## config.mk

```make
export PLATFORM = sky130hd
export DESIGN_NAME = uart_rx
export DESIGN_NICKNAME = d
export VERILOG_FILES = /design/src/rtl/uart_rx.sv
export SDC_FILE = /design/constraint.sdc
export NUM_CORES = 1
export LEC_CHECK = 0
export ABC_AREA = 1
export BUFFER_PORTS_ARGS = -buffer_cell sky130_fd_sc_hd__buf_2
export CAP_MARGIN = 20
export CORE_MARGIN = 5
export CORE_UTILIZATION = 35
export DETAILED_ROUTE_END_ITERATION = 10
export PLACE_DENSITY = 0.63
export SLEW_MARGIN = 40
export SYNTH_ARGS = -nofsm -noshare
export SYNTH_HDL_FRONTEND = slang
export SYNTH_SLANG_ARGS = --single-unit
```

## constraint.sdc

```tcl
create_clock -name clk -period 2.28 [get_ports clk]
set_input_delay 0.114 -clock clk [delete_from_list [all_inputs] [get_ports clk]]
set_output_delay 0.114 -clock clk [all_outputs]
set_load 0.05 [all_outputs]
```

## src/rtl/uart_rx.sv

```systemverilog
// Oversampling UART receiver: start + 8 data bits (LSB first) + optional parity + stop.
// Bytes leave on a valid/ready port with per-byte parity/framing flags and an overrun pulse.
module uart_rx #(
  parameter int OVERSAMPLE  = 16,
  parameter int SYNC_STAGES = 2
) (
  input  logic       clk,
  input  logic       reset,
  input  logic       oversample_tick,
  input  logic       rx,
  input  logic       parity_en,
  input  logic       parity_odd,
  output logic       out_valid,
  input  logic       out_ready,
  output logic [7:0] out_data,
  output logic       parity_err,
  output logic       frame_err,
  output logic       overrun,
  output logic       busy
);

  localparam int TW = $clog2(OVERSAMPLE);
  localparam logic [TW-1:0] HALF_BIT = TW'(OVERSAMPLE / 2 - 1);
  localparam logic [TW-1:0] FULL_BIT = TW'(OVERSAMPLE - 1);

  typedef enum logic [2:0] {IDLE, START, DATA, PARITY, STOP, WAIT_IDLE} state_t;

  state_t                 state;
  logic [SYNC_STAGES-1:0] sync;
  logic                   rxs;
  logic [TW-1:0]          tcnt;
  logic [2:0]             bit_idx;
  logic [7:0]             shifter;
  logic                   par_en;
  logic                   par_odd;
  logic                   perr;
  logic                   bit_point;

  assign rxs       = sync[SYNC_STAGES-1];
  assign bit_point = (tcnt == FULL_BIT);
  assign busy      = (state != IDLE);

  // Synchroniser idles high so reset never looks like a start bit.
  always_ff @(posedge clk) begin
    if (reset) begin
      sync <= '1;
    end else begin
      sync <= {sync[SYNC_STAGES-2:0], rx};
    end
  end

  always_ff @(posedge clk) begin
    if (reset) begin
      state      <= IDLE;
      tcnt       <= '0;
      bit_idx    <= '0;
      shifter    <= '0;
      par_en     <= 1'b0;
      par_odd    <= 1'b0;
      perr       <= 1'b0;
      out_valid  <= 1'b0;
      out_data   <= '0;
      parity_err <= 1'b0;
      frame_err  <= 1'b0;
      overrun    <= 1'b0;
    end else begin
      overrun <= 1'b0;
      if (out_valid && out_ready) begin
        out_valid <= 1'b0;
      end
      if (oversample_tick) begin
        case (state)
          IDLE: begin
            if (!rxs) begin
              tcnt  <= '0;
              state <= START;
            end
          end
          START: begin
            if (tcnt == HALF_BIT) begin
              if (!rxs) begin
                tcnt    <= '0;
                bit_idx <= '0;
                par_en  <= parity_en;
                par_odd <= parity_odd;
                perr    <= 1'b0;
                state   <= DATA;
              end else begin
                state <= IDLE;
              end
            end else begin
              tcnt <= tcnt + 1'b1;
            end
          end
          DATA: begin
            if (bit_point) begin
              tcnt    <= '0;
              shifter <= {rxs, shifter[7:1]};
              bit_idx <= bit_idx + 1'b1;
              if (bit_idx == 3'd7) begin
                state <= par_en ? PARITY : STOP;
              end
            end else begin
              tcnt <= tcnt + 1'b1;
            end
          end
          PARITY: begin
            if (bit_point) begin
              tcnt  <= '0;
              perr  <= rxs ^ (^shifter) ^ par_odd;
              state <= STOP;
            end else begin
              tcnt <= tcnt + 1'b1;
            end
          end
          STOP: begin
            if (bit_point) begin
              tcnt  <= '0;
              state <= rxs ? IDLE : WAIT_IDLE;
              // A held, unaccepted byte wins; the new one is dropped.
              if (out_valid && !out_ready) begin
                overrun <= 1'b1;
              end else begin
                out_valid  <= 1'b1;
                out_data   <= shifter;
                parity_err <= perr;
                frame_err  <= !rxs;
              end
            end else begin
              tcnt <= tcnt + 1'b1;
            end
          end
          WAIT_IDLE: begin
            if (rxs) begin
              state <= IDLE;
            end
          end
          default: state <= IDLE;
        endcase
      end
    end
  end

endmodule
```

==> flow_summary.json <==
{
  "avgSynthCellArea_um2": 7.272,
  "grt_start_max_net_pins": 27,
  "synth_edf_count": 0,
  "syn2layout_area_growth_pct": 12.75,
  "cp.required_ns": 2.46,
  "cts_resized": 0,
  "p_sw_share_pct": 39.91,
  "nFillCells": 544,
  "rows": 26,
  "timing.final.crit_share_pct": 70.71,
  "initialDrtViolationCount": 89,
  "clkTransAtPathRegs_ns": 0.07,
  "synth_warnings": 0,
  "pin_count": 20,
  "coreArea_mm2": 0.005140,
  "synthXorXnorAreaFrac_pct": 2.362,
  "hold_buffers": 0,
  "synthCells": 255,
  "p_switching_uw": 768.3,
  "critPathTopFamily": "simple AND/OR/NAND/NOR gates",
  "cts_tree": "yes",
  "hold_class": "in -> reg",
  "grt_pass1_vias": 1441,
  "seq_area_um2": 700.7,
  "post-cts-setup-buffers": 0,
  "synth_seq_area_share_pct": 37.79,
  "synth.distinct_cells": 33,
  "yosysTopAreaCellShare_pct": 37.79,
  "grt_pass1_wl_um": 6520,
  "postPlaceCellArea_mm2": 0.001991,
  "hold_viol": 0,
  "viasPerCell": 4.662,
  "cp-start-kind": "flop",
  "cts_root_buf": "clkbuf_8",
  "synth_ff_type": "dfxtp_1",
  "power.leakage_uw": 0.0009680,
  "tns_ns": 0,
  "grt_antenna_before_repair": 0,
  "ctsLongestPathBuffers": 2,
  "fmax_ghz": 0.6203,
  "p_seq_share_pct": 38.1,
  "wirelength_um": 3770,
  "end_kind": "flop",
  "die_h_um": 82.79,
  "cp.arrival_ns": 1.79,
  "synth_common_cells": "44 x nand2_1, 35 x dfxtp_1, 33 x nor2_1, 27 x o21ai_0, 25 x inv_1",
  "via_count": 1613,
  "drv_slew": 0,
  "crit_buf_inv": 1,
  "status": "finished, final reports clean",
  "finalNetCount": 285,
  "cts.sinks": 35,
  "first_pass_iters": 4,
  "period_needed_ns": 1.612,
  "setup_viol": 0,
  "multi_input_area_um2": 977.2,
  "ys_ff_latch": 35,
  "p_per_area_mw_per_mm2": 920.8,
  "num_antenna_cells": 0,
  "gp_congestion": 0.8652,
  "ant_nets": 0,
  "clk_latency_ns": 0.29,
  "rsz0062_at_grt": "false",
  "synth_most_common_cell": "nand2_1",
  "synth_nets": 265,
  "path_max_fanout": 14,
  "die_w_um": 82.79,
  "portBuffers": 19,
  "synth-simple-area-share_pct": 30.63,
  "initial_core_util_pct": 36.08,
  "synth_top_family_by_area": "simple AND/OR/NAND/NOR gates",
  "max_slew_margin_pct": 54.11,
  "die_area_mm2": 0.006853,
  "h-tree-depth": 2,
  "numCtsBuffers": 5,
  "drive_above_1_share_pct": 21.01,
  "muxShareOfSynthArea_pct": 0,
  "wl_per_cell_um": 10.90,
  "slowest_delay_ns": 0.39,
  "critPathSlowestCell": "dfxtp_1",
  "max-cap-violations": 0,
  "yosys-top-cells-area": "dfxtp_1 38%, nand2_1 8.9%, o21ai_0 7.3%, nor2_1 6.7%, inv_1 5.1%",
  "finalClockSkew_ns": 0.007126,
  "async_flop_share_pct": 0,
  "hpwlAfterDp_um": 2773,
  "worstMarginPinSlew_ns": 0.6876,
  "design_area_mm2": 0.002091,
  "p_clk_share_pct": 25.4,
  "pwr-share-comb_pct": 36.5,
  "synth_area_leader_cell": "dfxtp_1",
  "ir_drop_mv": 0.2922,
  "yosys.area_share.adder_pct": 2.024,
  "worst-setup-path-type": "reg -> reg",
  "cp_cell_sequence": "ha_1 -> nand2_2 -> nor2_4 -> nand2_4 -> nor2_8 -> inv_2 -> o21ai_0 -> a21oi_1",
  "synth_compound_gate_area_share_pct": 17.68,
  "grt_remaining_overflow": 0,
  "p_int_uw": 1157,
  "grt_use_total_pct": 12.46,
  "power_uw": 1925,
  "synth_area_mm2": 0.001854,
  "drc": 0,
  "final_util_pct": 40.68
}
cells by family (layout without fill, tap and decap cells):
group | Yosys count | in the layout
xor gates and xnor gates | 5 | 5
adders and majority gates | 3 | 3
DFF | 35 | 35
and+or+nand+nor | 114 | 114
buffers and inverters | 39 | 60
AOI/OAI and AO/OA | 59 | 59
metrics by stage:
stage          cells  hold WS (ns)  setup slack (ns)
2_1_floorplan    255        0.2178            0.8549
3_3_place_gp     338        0.2953            0.7226
3_5_place_dp     338        0.3001            0.6709
4_1_cts          346      0.005890            0.6682
5_1_grt          346       0.01129            0.4586
6_report         346       0.01174            0.6678
state kept, by name (all words and copies together), names as in the netlist, 2 cells and up:
register,cells
bit_idx,3
out_data,8
shifter,8
state,3
sync,2
tcnt,4
worst paths after layout:
check,from,to,slack (ns),depth (start not counted)
max,tcnt[0],shifter[3],0.67,8
min,rx,sync[0],0.01,2
max reg2reg,tcnt[0],shifter[3],0.67,8
min reg2reg,sync[0],sync[1],0.42,1
area by class of cell:
type | count | share of cell area [%]
multi-input combinational | 181 | 46.74
timing repair buffer | 19 | 4.548
clock buffer | 8 | 4.788
tap | 70 | 4.189
sequential | 35 | 33.51
inverter | 33 | 6.224
cell usage in the layout (no fill, tap or decap), drive strengths merged, types with 3 or more instances in the layout:
master | Yosys | final
ha | 3 | 3
xor2 | 3 | 3
o21ai | 32 | 32
nand4 | 4 | 4
dfxtp | 35 | 35
a21oi | 22 | 22
nand3 | 12 | 12
nor3 | 4 | 4
buf | 4 | 19
nor2 | 39 | 39
nand2 | 52 | 52
clkbuf | 2 | 8
inv | 31 | 31
power groups by stage:
stage	clock [uW]	sequential [uW]	combinational, uW
after floorplan	0	717	606
after global placement	0	744	693
after detailed placement	0	746	690
after CTS	502	732	698
after global routing	540	742	785
final	489	733	703
worst register-to-register path, stage by stage (launching register included):
cell     delay, ns
dfxtp_1       0.39
ha_1          0.22
nand2_2       0.10
nor2_4        0.17
nand2_4       0.10
nor2_8        0.21
inv_2         0.10
o21ai_0       0.16
a21oi_1       0.05
layer usage:
layer / GRT usage (%) / vias up / routed length, um
met5: 0 / - / 0
met4: 5.882 / 0 / 82
met3: 2.916 / 7 / 121
met2: 19.79 / 26 / 1712
met1: 15.90 / 717 / 1853
li1: - / 863 / -
No activity file was read; power rests on OpenSTA's default activity.
